<file path="src/rtl/mem_bus_arbiter.sv">
// Arbitrates one word-addressed memory bus between instruction fetch and the data port.
// Optional grant timeout with bus-error abort is enabled by defining ARB_TIMEOUT_EN.
module mem_bus_arbiter #(
  parameter int ADDR_WIDTH     = 30,
  parameter int STARVE_LIMIT   = 4,
  parameter int TIMEOUT_CYCLES = 255
) (
  input  logic                  i_clk,
  input  logic                  i_arst_n,
  input  logic                  i_i_re,
  input  logic [ADDR_WIDTH-1:0] i_i_adr,
  output logic [31:0]           o_i_dout,
  output logic                  o_i_ack,
  input  logic                  i_d_re,
  input  logic                  i_d_we,
  input  logic [ADDR_WIDTH-1:0] i_d_adr,
  input  logic [3:0]            i_d_sel,
  input  logic [31:0]           i_d_din,
  output logic [31:0]           o_d_dout,
  output logic                  o_d_ack,
  output logic [ADDR_WIDTH-1:0] o_mem_adr,
  output logic [3:0]            o_mem_sel,
  output logic                  o_mem_we,
  output logic                  o_mem_re,
  output logic [31:0]           o_mem_din,
  input  logic [31:0]           i_mem_dout,
  input  logic                  i_mem_ack,
  output logic                  o_bus_err
);

  typedef enum logic [1:0] {IDLE, GNT_D, GNT_I} state_t;

  localparam int SW = $clog2(STARVE_LIMIT + 1);

  state_t          state_q, state_d;
  logic [SW-1:0]   starve_q, starve_d;
  logic            d_req;
  logic            timeout_hit;

  assign d_req = i_d_re | i_d_we;

`ifdef ARB_TIMEOUT_EN
  localparam int TW = $clog2(TIMEOUT_CYCLES + 1);
  logic [TW-1:0] to_cnt_q;

  assign timeout_hit = (state_q != IDLE) && !i_mem_ack && (to_cnt_q == TW'(TIMEOUT_CYCLES - 1));

  // Counts grant cycles already spent; zero in the first cycle of every grant.
  always_ff @(posedge i_clk or negedge i_arst_n) begin
    if (!i_arst_n)                               to_cnt_q <= '0;
    else if (state_q == IDLE || state_d == IDLE) to_cnt_q <= '0;
    else                                         to_cnt_q <= to_cnt_q + 1'b1;
  end
`else
  assign timeout_hit = 1'b0;
`endif

  always_ff @(posedge i_clk or negedge i_arst_n) begin
    if (!i_arst_n) begin
      state_q  <= IDLE;
      starve_q <= '0;
    end else begin
      state_q  <= state_d;
      starve_q <= starve_d;
    end
  end

  always_comb begin
    state_d  = state_q;
    starve_d = starve_q;
    case (state_q)
      IDLE: begin
        if (d_req && !(i_i_re && starve_q == SW'(STARVE_LIMIT))) begin
          state_d = GNT_D;
          if (!i_i_re)                             starve_d = '0;
          else if (starve_q != SW'(STARVE_LIMIT))  starve_d = starve_q + 1'b1;
        end else if (i_i_re) begin
          state_d  = GNT_I;
          starve_d = '0;
        end
      end
      GNT_D:   if (i_mem_ack || !d_req || timeout_hit) state_d = IDLE;
      GNT_I:   if (i_mem_ack || !i_i_re || timeout_hit) state_d = IDLE;
      default: state_d = IDLE;
    endcase
  end

  always_comb begin
    o_mem_adr = '0;
    o_mem_sel = '0;
    o_mem_we  = 1'b0;
    o_mem_re  = 1'b0;
    o_mem_din = '0;
    o_d_ack   = 1'b0;
    o_i_ack   = 1'b0;
    case (state_q)
      GNT_D: begin
        o_mem_adr = i_d_adr;
        o_mem_sel = i_d_sel;
        o_mem_we  = i_d_we;
        o_mem_re  = i_d_re & ~i_d_we;
        o_mem_din = i_d_din;
        o_d_ack   = i_mem_ack | timeout_hit;
      end
      GNT_I: begin
        o_mem_adr = i_i_adr;
        o_mem_sel = 4'hF;
        o_mem_re  = 1'b1;
        o_i_ack   = i_mem_ack | timeout_hit;
      end
      default: ;
    endcase
  end

  // An aborted transfer returns zero data instead of whatever the bus floats.
  assign o_d_dout  = timeout_hit ? '0 : i_mem_dout;
  assign o_i_dout  = timeout_hit ? '0 : i_mem_dout;
  assign o_bus_err = timeout_hit;

endmodule
</file>
<file path="config.mk">
export PLATFORM = sky130hd
export DESIGN_NAME = mem_bus_arbiter
export DESIGN_NICKNAME = d
export VERILOG_FILES = /design/src/rtl/mem_bus_arbiter.sv
export SDC_FILE = /design/constraint.sdc
export NUM_CORES = 1
export LEC_CHECK = 0
export BUFFER_PORTS_ARGS = -buffer_cell sky130_fd_sc_hd__buf_2
export CAP_MARGIN = 0
export CORE_AREA = 2 2 104 106
export DETAILED_ROUTE_END_ITERATION = 8
export DIE_AREA = 0 0 106 108
export GPL_TIMING_DRIVEN = 0
export PLACE_DENSITY = 0.59
export SYNTH_ARGS = -nofsm -noshare
export SYNTH_HDL_FRONTEND = slang
export SYNTH_SLANG_ARGS = --single-unit
</file>
<file path="constraint.sdc">
create_clock -name i_clk -period 2.74 [get_ports i_clk]
set_clock_uncertainty 0.1 [all_clocks]
set_input_delay 0.274 -clock i_clk [delete_from_list [all_inputs] [get_ports i_clk]]
set_output_delay 0.274 -clock i_clk [all_outputs]
set_load 0.01 [all_outputs]
</file>
Word level (Yosys, flattened, before mapping)
Cells that the tools add are included.
{ "op_classes": {"n_reduce_logical": 11, "bitwise": 3, "n_addsub": 1, "n_eq_ne": 8, "mux": 16} }
{ "op_table": {"columns": ["cell", "n"], "rows": [
  ["$pmux 30 s2", 1],
  ["$mux 32", 1],
  ["$mux 3", 4],
  ["$mux 2", 4],
  ["$pmux 4 s2", 1],
  ["$ne 3x3->1 const B", 2],
  ["$pmux 2 s3", 1],
  ["$reduce_and 3->1", 2],
  ["$ne 2x2->1 const B", 2],
  ["$add 3x1->3 const B", 1],
  ["$eq 3x3->1 const B", 1],
  ["$logic_not 1->1", 3],
  ["$mux 1", 3],
  ["$ne 3x2->1 const B", 1],
  ["$eq 2x1->1 const B", 1],
  ["$eq 2x2->1 const B", 1],
  ["$logic_and 1x1->1", 2],
  ["$logic_not 2->1", 1],
  ["$logic_or 1x1->1", 2],
  ["$pmux 1 s2", 1],
  ["$reduce_bool 2->1", 1],
  ["$and 1x1->1", 1],
  ["$not 1->1", 1],
  ["$or 1x1->1", 1]
]} }
{ "word_totals": {"input_bits": 134, "word_cells": 41, "regBits": 5, "output_inout_bits": 135} }

Longest topological paths before layout
{ "logic_depth": {"ltp_word": 6, "depth_mapped": 6, "mapped_depth_nobuf": 5} }

Worst setup path after synthesis
No wires, ideal clock.
{ "synth_timing": {"kind": "reg2out", "startpoint": "register state_q[0]", "endpoint": "output o_mem_adr[12]", "path_stages_with_launch": 7, "required_time_ns": 2.366, "path_slack_ns": 1.124, "arrival_time_ns": 1.242, "path_buffers": 2, "path_cell_list": "dfrtp_1 inv_1 ha_1 buf_2 buf_2 a22oi_1 nor2b_1"} }
{ "synth_between": {"elab_chain_cells": 2, "elab_cells_between_ends": 3, "cone_classes": "eq/ne (2); mux (1)"} }
{ "synth_rtl": {"columns": ["item", "line", "rtl"], "rows": [
  ["start, declared", "35", "state_t state_q, state_d;"],
  ["start signal, assigned", "63", "state_q <= state_d;"],
  ["$eq 2x2->1 / $eq 2x1->1 (equally long branches)", "96", "case (state_q)"],
  ["$pmux 30 s2 *", "96", null],
  ["end, declared", "21", "output logic [ADDR_WIDTH-1:0] o_mem_adr,"]
]} }
Every way passes the cells marked *; elsewhere a longest branch is shown, timed or not.

Worst setup path in the final report
{ "layout_timing": {"startpoint": "register state_q[1]", "endpoint": "output o_mem_adr[12]"} }
Same word-level chain as after synthesis.

==> flow_summary.ini <==
[run_status]
outcome = finished clean

[worst_setup_path]
crit_arrival_ns = 1.89
start_kind = flip-flop
crit_required_ns = 2.37
setup.worst_path.end_class = output port
cp_max_fo = 10
critPathKind = reg -> out

[power_and_ir_drop]
comb_power_share_pct = 86.1
clkPwrFrac_pct = 7.3
p_switching_w = 0.0009210
power.total_w = 0.001850
p_per_area_nw_per_um2 = 610.2
p_seq_share_pct = 6.7
leakage_nw = 1.795
p_sw_share_pct = 49.78
ir_drop_mv = 0.2751
intPower_w = 0.0009290

[timing]
fmax_ghz = 0.4414
rsz0062_at_grt = false
setup_viol = 0
fin_crit_sh_pct = 82.68
final.min_clock_period_ns = 2.265
hold_viol_final = 0
fin_setup_tns_ns = 0
drv_slew = 0

[floorplan]
ios = 269
die_y_um = 108
core_area_um2 = 10230
num_rows = 37
die_w_um = 106
die-area_um2 = 11450
initial_core_util_pct = 15.93

[synthesis]
synth.top_cells.by_area = buf_4 (30%), a22oi_1 (14%), and2_1 (13%), nor2b_1 (13%), dfrtp_1 (7.7%)
synth_fp_nets = 368
yosys.area.top_type = buf_4
ys_seq_area_share_pct = 7.675
yosysWarnings = 0
yosysTopAreaCellShare_pct = 29.93
synthSimpleGateAreaFrac_pct = 31.93
synth_xor_area_share_pct = 0
synthCells = 228
synth_compound_area_share_pct = 20.64
yosys.area_share.adder_pct = 4.605
syn_area_um2 = 1630
ys_ff_latch = 5
avgSynthCellArea_um2 = 7.151
synth_cell_types = 30
synth_top_family_by_area = buffers and inverters
synth.mux.area_fraction_pct = 0

[cts]
cts_max_level = 1
clk_latency_ns = 0.22
cts_tree = built
clockBufferDepth = 2
ctsResizeCount = 0
cts_sinks = 5
path_clk_slew_ns = 0.03
root_buffer = clkbuf_8
cts_made_buffers = 3

[job]
max_cap_viol_count = 0

[layout]
nets = 609
utilization_pct = 29.63
diodes = 0
drive_gt1_share_pct = 66.88
design_area_um2 = 3032
fin_cells = 604
areaGrowthSynthToFinish_pct = 85.96

[grt]
grt_usage_pct = 12.53
antenna_found_initial = 0
grt_max_degree = 11
grt_pass1_vias = 2180
grt_pass1_wl_um = 11260
grt_overflow_total = 0

[placed_design]
postPlaceCellArea_um2 = 2977
dp_hpwl_um = 7193
dp_cells = 599
port_buffers = 235
finalWeightedCongestion = 0.7839

[routing]
avgRoutedWirePerCell_um = 13.34
vias = 2346
dr.pass1.iters = 4
vias_per_cell = 3.884
drtIter0Drc = 96
drt-total-wl_um = 8056
ant_nets = 0
drc_errors = 0

[min_path]
hold_path_class = in -> async
==> synthesized netlist by cell type <==
master    instances
buf_4            65
and2_1           35
nor2b_1          34
a22oi_1          30
nand2_1           7
clkbuf_1          6
ha_1              6
a21oi_1           5
buf_2             5
dfrtp_1           5
inv_1             5
clkbuf_2          3
nand2b_1          2
nor2_1            2
o21ai_0           2
o221ai_1          2
a22o_1            1
a22o_2            1
a32o_1            1
and3_1            1
conb_1            1
nand3_1           1
nand4_1           1
o21a_1            1
o22a_1            1
o22ai_1           1
o31ai_1           1
or2_4             1
or2b_1            1
or3b_1            1
==> through the flow <==
stage | setup slack [ns] | hold WS (ns)
4_1_cts | 0.4433 | 0.3097
5_1_grt | 0.3160 | 0.3152
3_3_place_gp | 0.6833 | -0.007685
6_report | 0.4745 | 0.3074
2_1_floorplan | 1.124 | -0.1216
3_5_place_dp | 0.6905 | -0.003192
==> sequential cells by signal (all words and copies together) (netlist names) <==
| register | cells |
|---|---|
| starve_q | 3 |
| state_q | 2 |
==> critical path: stages, from the launching register on <==
cell	delay (ns)
dfrtp_1	0.40
inv_1	0.10
ha_1	0.29
clkbuf_1	0.38
a22oi_1	0.13
nor2b_1	0.20
buf_2	0.17
==> cell usage in the layout (no fill, tap or decap), drive strengths merged <==
cell,instances
buf,305
and2,35
nor2b,34
a22oi,30
clkbuf,13
nand2,7
ha,6
inv,5
a21oi,5
dfrtp,5
nor2,2
o21ai,2
nand2b,2
o221ai,2
a22o,2
o21a,1
or2,1
nand4,1
o31ai,1
o22a,1
nand3,1
and3,1
or2b,1
or3b,1
o22ai,1
a32o,1
conb,1
dlygate4sd3,1
==> kinds of logic after synthesis <==
group                    count (synthesis)
other                                    1
AO/OA/AOI/OAI                           46
AND/OR/NAND/NOR                         86
buffers and inverters                   84
flip-flops                               5
adder cells (fa/ha/maj)                  6
==> what timing repair did <==
item	4_1_cts	5_1_grt
hold endpoints to repair	5	0
setup buffers	0	0
hold buffers	1	0
==> power by group through the flow <==
| stage | Clock, W | Sequential, W | Combinational, W |
|---|---|---|---|
| 6_report | 0.000134 | 0.000123 | 0.00159 |
| 5_1_grt | 0.000142 | 0.000127 | 0.00176 |
| 4_1_cts | 0.000136 | 0.000124 | 0.00163 |
| 3_5_place_dp | 0 | 0.000124 | 0.00161 |
| 3_3_place_gp | 0 | 0.000123 | 0.00160 |
| 2_1_floorplan | 0 | 0.000118 | 0.000966 |
==> routing by layer <==
metal / GRT usage (%) / wire length (um) / share of wire [%]
met4: 1.692 / 19 / 0.24
met1: 14.88 / 3116 / 39
met2: 23.50 / 4180 / 52
met5: 0 / 0 / 0
met3: 2.893 / 739 / 9.2
==> worst paths after layout <==
kind / cells past startpoint / endpoint / start / slack [ns]
max reg2reg: 6 / state_q[1] / state_q[0] / 1.06
min reg2reg: 1 / starve_q[0] / starve_q[0] / 0.42
max in group asynchronous: 2 / state_q[0] / i_arst_n / 2.10
max: 6 / o_mem_adr[12] / state_q[1] / 0.47
min in group i_clk: 2 / starve_q[2] / i_i_re / 0.31
min: 2 / starve_q[1] / i_arst_n / 0.31
==> layout make-up <==
type / instances / area, um^2
Clock buffer: 4 / 45.04
Fill cell: 1128 / 7199
Inverter: 5 / 18.77
Multi-Input combinational cell: 139 / 935.9
Tap cell: 136 / 170.2
Buffer: 79 / 550.5
Sequential cell: 5 / 125.1
Timing Repair Buffer: 236 / 1186
Power figures use the tool's default switching activity.
